<file path="src/rtl/lvl_debouncer.sv">
// Level debouncer: synchronizes an asynchronous raw level into the clk domain,
// then requires STABLE_CYCLES+1 consecutive agreeing samples before the
// registered output level follows. Aborted candidate transitions are counted
// in a saturating glitch counter.
module lvl_debouncer #(
   parameter int unsigned SYNC_STAGES      = 2,
   parameter int unsigned CNT_WIDTH        = 16,
   parameter int unsigned STABLE_CYCLES    = 1000,
   parameter int unsigned GLITCH_CNT_WIDTH = 8
) (
   input  logic                        clk,
   input  logic                        RST,
   input  logic                        enable,
   input  logic                        raw_in,
   input  logic                        glitch_clr,
   output logic                        lvl_out,
   output logic                        settling,
   output logic [GLITCH_CNT_WIDTH-1:0] glitch_cnt
);

   // Encoding chosen so bit 1 is the debounced level and bit 0 marks a check
   // state; both outputs are then plain register bits with no decode delay.
   localparam logic [1:0] S_LOW      = 2'b00;
   localparam logic [1:0] S_RISE_CHK = 2'b01;
   localparam logic [1:0] S_HIGH     = 2'b10;
   localparam logic [1:0] S_FALL_CHK = 2'b11;

   localparam logic [CNT_WIDTH-1:0] STABLE_N = CNT_WIDTH'(STABLE_CYCLES);

   logic [SYNC_STAGES-1:0] sync_q;
   logic                   sync_in;
   logic [1:0]             state;
   logic [1:0]             state_nxt;
   logic [CNT_WIDTH-1:0]   cnt;
   logic [CNT_WIDTH-1:0]   cnt_nxt;
   logic                   glitch_evt;

   // Synchronizer chain; shifts every cycle regardless of enable.
   always_ff @(posedge clk) begin
      if (RST) sync_q <= '0;
      else     sync_q <= {sync_q[SYNC_STAGES-2:0], raw_in};
   end

   assign sync_in = sync_q[SYNC_STAGES-1];

   // Next-state and stability-counter logic.
   always_comb begin
      state_nxt  = state;
      cnt_nxt    = cnt;
      glitch_evt = 1'b0;
      if (!enable) begin
         // Frozen: abandon any check and fall back to the current level.
         if (state == S_RISE_CHK) begin
            state_nxt = S_LOW;
            cnt_nxt   = '0;
         end else if (state == S_FALL_CHK) begin
            state_nxt = S_HIGH;
            cnt_nxt   = '0;
         end
      end else begin
         case (state)
            S_LOW: begin
               if (sync_in) begin
                  state_nxt = S_RISE_CHK;
                  cnt_nxt   = CNT_WIDTH'(1);
               end
            end
            S_RISE_CHK: begin
               if (!sync_in) begin
                  state_nxt  = S_LOW;
                  cnt_nxt    = '0;
                  glitch_evt = 1'b1;
               end else if (cnt == STABLE_N) begin
                  state_nxt = S_HIGH;
                  cnt_nxt   = '0;
               end else begin
                  cnt_nxt = cnt + 1'b1;
               end
            end
            S_HIGH: begin
               if (!sync_in) begin
                  state_nxt = S_FALL_CHK;
                  cnt_nxt   = CNT_WIDTH'(1);
               end
            end
            default: begin
               if (sync_in) begin
                  state_nxt  = S_HIGH;
                  cnt_nxt    = '0;
                  glitch_evt = 1'b1;
               end else if (cnt == STABLE_N) begin
                  state_nxt = S_LOW;
                  cnt_nxt   = '0;
               end else begin
                  cnt_nxt = cnt + 1'b1;
               end
            end
         endcase
      end
   end

   // State and stability counter registers.
   always_ff @(posedge clk) begin
      if (RST) begin
         state <= S_LOW;
         cnt   <= '0;
      end else begin
         state <= state_nxt;
         cnt   <= cnt_nxt;
      end
   end

   // Saturating glitch counter; clear wins over a simultaneous glitch.
   always_ff @(posedge clk) begin
      if (RST || glitch_clr)                 glitch_cnt <= '0;
      else if (glitch_evt && glitch_cnt != '1) glitch_cnt <= glitch_cnt + 1'b1;
   end

   assign lvl_out  = state[1];
   assign settling = state[0];

endmodule

</file>
<file path="config.mk">
export PLATFORM = sky130hd
export DESIGN_NAME = lvl_debouncer
export DESIGN_NICKNAME = d
export VERILOG_FILES = /design/src/rtl/lvl_debouncer.sv
export SDC_FILE = /design/constraint.sdc
export NUM_CORES = 1
export LEC_CHECK = 0
export CORE_MARGIN = 1.5
export CORE_UTILIZATION = 31
export CTS_CLUSTER_SIZE = 30
export DETAILED_ROUTE_END_ITERATION = 10
export DONT_BUFFER_PORTS = 1
export PLACE_DENSITY = 0.52
export SYNTH_ARGS = -nofsm -noshare
export SYNTH_HDL_FRONTEND = slang
export SYNTH_SLANG_ARGS = --single-unit
</file>
<file path="constraint.sdc">
create_clock -name clk -period 2.9 [get_ports clk]
set_input_delay 0.58 -clock clk [delete_from_list [all_inputs] [get_ports clk]]
set_output_delay 0.58 -clock clk [all_outputs]
set_load 0.01 [all_outputs]
</file>
[Word level (Yosys, flattened, before mapping)]
Index checks and enable logic that the tools add are counted.
Cells by class
  add/sub/neg operators: 2
  equal/unequal tests: 9
  mux-type cells: 23
  reductions and logical operators: 7
Operators with widths (number)
  $mux 16: 8
  $pmux 16 s3: 1
  $mux 2: 9
  $add 16x1->16 const B: 1
  $eq 16x10->1 const B: 1
  $add 8x1->8 const B: 1
  $ne 8x8->1 const B: 1
  $ne 3x3->1 const B: 2
  $pmux 2 s3: 1
  $ne 5x1->1 const B: 1
  $reduce_and 5->1: 1
  $eq 2x2->1 const B: 2
  $ne 4x3->1 const B: 1
  $mux 1: 3
  $reduce_and 3->1: 1
  $reduce_bool 3->1: 1
  $eq 2x1->1 const B: 1
  $logic_not 2->1: 1
  $pmux 1 s2: 1
  $reduce_or 2->1: 1
  $logic_and 1x1->1: 1
  $logic_or 1x1->1: 1
Storage, ports and cells
  bits in registers: 28
  bits of input ports: 5
  output and inout port bits: 10
  word-level logic and storage cells: 45

[Logic depth before layout (Yosys ltp)]
  word-level depth: 5
  gate-level depth with buffers: 7
  depth with buffers taken out: 6

[Least setup slack after synthesis]
Ideal clock, no wire load.
  path kind: register -> register
  from: register with a tool-made name
  to: register glitch_cnt[6]
  library setup time: 0.070 ns
  data arrival time: 1.489 ns
  path slack: 1.341 ns
  cell stages (with the launch flop): 5
  path buffers: 0
  period minus slack after synthesis: 1.559 ns
  path through: dfxtp_1 -> xnor2_2 -> o211ai_4 -> or4_1 -> a21oi_1
RTL lines
  end signal: assignment: RTL line 116  | else if (glitch_evt && glitch_cnt != '1) glitch_cnt <= glitch_cnt + 1'b1;
  end: declaration: RTL line 18  | output logic [GLITCH_CNT_WIDTH-1:0] glitch_cnt

[Worst setup path in the final report]
  from: register cnt[0]
  to: register cnt[2]
On the way
  cells in the longest elaborated chain, start to end: 5
Ends and longest elaborated chain
  start: declaration: RTL line 34  | logic [CNT_WIDTH-1:0] cnt;
  start signal: assignment: RTL line 109  | cnt <= cnt_nxt;
  $add 16x1->16 or $eq 16x10->1 (tied branches)
  $mux 16 *: RTL line 73, 91
  $mux 16, on equally long branches: RTL line 87, 69
  $pmux 16 s3 *: RTL line 61  | case (state)
  $mux 16 *: RTL line 51  | if (!enable) begin
Every way passes the cells marked *; elsewhere a longest branch is shown, timed or not.
A chain may end at the register's enable or synchronous reset.

==> results summary <==
The run finished with clean final reports. The final cell utilization of the core is 34.1%. The vertical die dimension came out at 72.7 um. Counting every net in the synthesized netlist gives 188. The number of pins exceeding their max-slew limit in the final report is 0.

The initial utilization of the core area, before any placement, comes to 32.1%. After clock tree synthesis, the clock-pin slew on the worst setup and hold paths is 100 ps. After layout, the minimum clock period comes to 2070 ps. The number of nets still failing antenna checks after routing is 0. The startpoint identified for the worst hold timing path is RST. The worst hold path terminates at cnt[6]. The met2 track demand over resource is 22.2%. The CTS sink count is 28. The final worst-path setup slack is 832 ps.

The post-synthesis average cell area is 8.38 um2. The number of global-route vias before repair is 1263. Yosys printed 0 warnings. The number of buffers inserted by port buffering came out at 0.

Walking the worst path, the cells encountered are inv_1, ha_1, nor4b_1, nand4_1, buf_4, a31oi_1, a31oi_1. The core area is 4690 um2. The post-synthesis instance area came out at 1510 um2. The post-route cell area came out at 1600 um2. The most critical setup path has its startpoint at cnt[0]. The worst reg-to-reg path cell count came out at 7. The number of instances resized during post-cts repair came out at 0. The area occupied by multi-input gates is 895 um2. The standard-cell row count is 25. In this run the power density over the cells is 410 nW/um2. The area overhead of the layout relative to synthesis is 6.14%. The completed layout was analyzed and its total power is 0.655 mW. The total of fill cells in the finished design came out at 499. The clock tree from TritonCTS is yes. Counting flops and latches in the post-synthesis netlist gives 28. The worst-case clock skew is 5.95 ps. Setup repair after global routing left no endpoint under its margin. The highest achievable clock rate is 0.484 GHz. The ratio of cells with drive above 1 in the final layout is 5.68%.

The most used routing layer is met2. The mean routed wirelength per cell is 15.3 um. The beginning of the worst register-to-register path is cnt[0]. The number of iterations in the first detailed-routing pass is 4.

The global routing met1 resource utilization came out at 20.1%. The routability-driven placement congestion ratio came out at 0.818. The critical path in this run is classified as reg2reg. The post-CTS repair timing setup buffer count came out at 0. The cell count after synthesis came out at 180. The remaining routing DRC violations is 0. The final count of hold timing violations is 0. The async set or reset register ratio after synthesis came out at 0%. Pin placement for this block handled 15 I/O pins. The area of the die came out at 5290 um2. For this design, the slowest cell found on the critical path is nand4_1.

The stage delay of the slowest cell on the critical path is 430 ps. Global routing consumed, over all layers together, 14.3% of the routing resources. The number of distinct library cells after synthesis is 42.

The number of buffers inserted for hold repair after clock tree synthesis is 0. The aggregate routed wire length came out at 3510 um. The buffer type at the clock tree root is clkbuf_8.

For this block, the via count after detailed routing is 1381. The area used by sequential logic in the layout is 561 um2. The number of antenna violations at the first check in global routing came to 0.

For this run, the leading register cell type out of synthesis is dfxtp_1. Counting stages on the worst path, the most repeated cell is a31oi_1. Counting flops with a built-in enable in the synthesized netlist gives 0. Once placement completed, the tool counted placed cells totaling 226. The non-filler instance count after layout is 230. The number of clock buffers inserted by TritonCTS is 3.

The post-route clock period utilization is 71.3%. The part of the Yosys area used for sequential elements is 37.2%. The worst-case clock buffer depth is 2. IR analysis of the VDD net gives a maximum drop of 0.231 mV.

For this run the aggregate overflow at the end of global routing stands at 0. The first-pass GRT wire length came out at 6090 um. The worst slew margin relative to its limit is 41.3%. The capturing point of the worst reg2reg path is cnt[2]. The placement-stage worst setup slack came out at 873 ps. In the final design database the tool counted 185 nets. The global routing usage on met3 is 3.18%. In this run the number of H-tree levels came out at 1. The reported leakage power came out at 0.463 nW. The critical path required time came out at 3060 ps. For flop-to-flop paths, the worst setup slack is 830 ps.

The data arrival time at the worst-slack endpoint came out at 2220 ps. The number of DRC violations after detailed-routing iteration 0 came out at 55. The floorplan die width is 72.7 um.

The worst hold path depth is 1. The highest net fanout along the worst path came out at 14. The total inserted antenna cells came out at 0. The largest net degree at the start of global routing came out at 16. The count of max-cap constraint violations is 0. The clock latency of the later-clocked register in the worst-skew pair is 280 ps. For the pin with the worst max-slew slack, the measured transition is 875 ps.

STA classifies the critical path startpoint as a flop. The post-place instance area came out at 1550 um2. The worst setup path is captured at a flop.

The total negative setup slack came out at 0 ps. The tightest min-delay check is of the in2reg type. Using the TritonRoute via totals, the vias-per-cell ratio works out to 6.00. Setup violations remaining at the end of the flow were counted as 0.

The detailed placer's ending HPWL came out at 2540 um. Final hold analysis gives a worst-case slack of 356 ps.
kinds of logic (layout without fill, tap and decap cells):
kind of cell,Yosys count,after routing,share of synthesized area [%]
buffers and inverters,13,9,3.48
XOR/XNOR,7,7,4.56
AND/OR/NAND/NOR,83,83,31.3
multiplexers,1,1,0.664
adder cells (fa/ha/maj),3,3,2.49
flip-flops,28,28,37.2
AO/OA/AOI/OAI,45,45,20.3
per-layer routing:
layer  part of all wire (%)  vias up
met5                      0        -
met4                    1.1        0
met3                    4.6        6
met2                     45       32
met1                     49      663
li1                       -      680
area by class of cell:
class / count / share of cell area [%]
Sequential cell: 28 / 35.0
Inverter: 4 / 0.938
Timing Repair Buffer: 1 / 0.469
Tap cell: 54 / 4.22
Multi-Input combinational cell: 139 / 55.9
Clock buffer: 4 / 3.44
worst max-delay path by stage:
| stage | slack [ps] | to | depth (start not counted) |
|---|---|---|---|
| after floorplan | 1340 | glitch_cnt[6] | 4 |
| after global placement | 930 | cnt[2] | 7 |
| after detailed placement | 870 | cnt[2] | 7 |
| after CTS | 860 | cnt[2] | 7 |
| after global routing | 650 | cnt[13] | 7 |
| final | 830 | cnt[2] | 7 |
synth_stat cells, types with 2 or more instances:
cell,instances,share of area (%)
nor4b_1,3,1.7
o211ai_1,3,1.5
a211oi_1,3,1.5
dfxtp_1,28,37
nor2_1,7,1.7
or4_1,4,2.0
nor2b_1,2,0.83
nor3_1,2,0.66
a21oi_1,9,3.0
and3_1,3,1.2
or3_1,4,1.7
nand4_1,10,4.1
buf_2,3,1.0
xor2_1,6,3.5
inv_1,4,1.0
nand2b_1,2,0.83
o21ai_0,5,1.7
nand3_1,12,4.0
nand2_1,20,5.0
o2111ai_1,2,1.2
ha_1,3,2.5
and4_1,3,1.7
clkbuf_1,5,1.2
a31oi_1,13,5.4
o21ai_1,3,1.0
nor4_1,4,1.7
and2_1,2,0.83
sequential cells by signal, indices dropped and copies added (netlist names), named ones only:
name	count
sync_q	2
glitch_cnt	8
state	1
cnt	16
cells in the final DEF, fill, tap and decap left out, types with 2 or more instances in the layout:
cell type,count
nand4_1,10
nand2_1,20
nor2_1,7
a31oi_1,13
o2111ai_1,2
o211ai_1,3
or4_1,4
or3_1,4
a211oi_1,3
nor3_1,2
and4_1,3
o21ai_0,5
ha_1,3
nand3_1,12
nor4_1,4
nand2b_1,2
o21ai_1,3
a21oi_1,9
and3_1,3
and2_1,2
clkbuf_8,4
nor4b_1,3
inv_1,4
nor2b_1,2
dfxtp_1,28
xor2_1,6
power breakdown:
group	internal [mW]	switching [mW]
logic	0.00631	0.0138
clock network	0.122	0.124
registers	0.387	0.00290
worst max-delay path, delay by kind of cell (launching register included):
family | cells | cell delay (ps)
AND/OR/NAND/NOR | 2 | 760
buffers and inverters | 2 | 430
flip-flops | 1 | 360
AO/OA/AOI/OAI | 2 | 230
adder cells (fa/ha/maj) | 1 | 160
(Power assumes the default switching activity.)
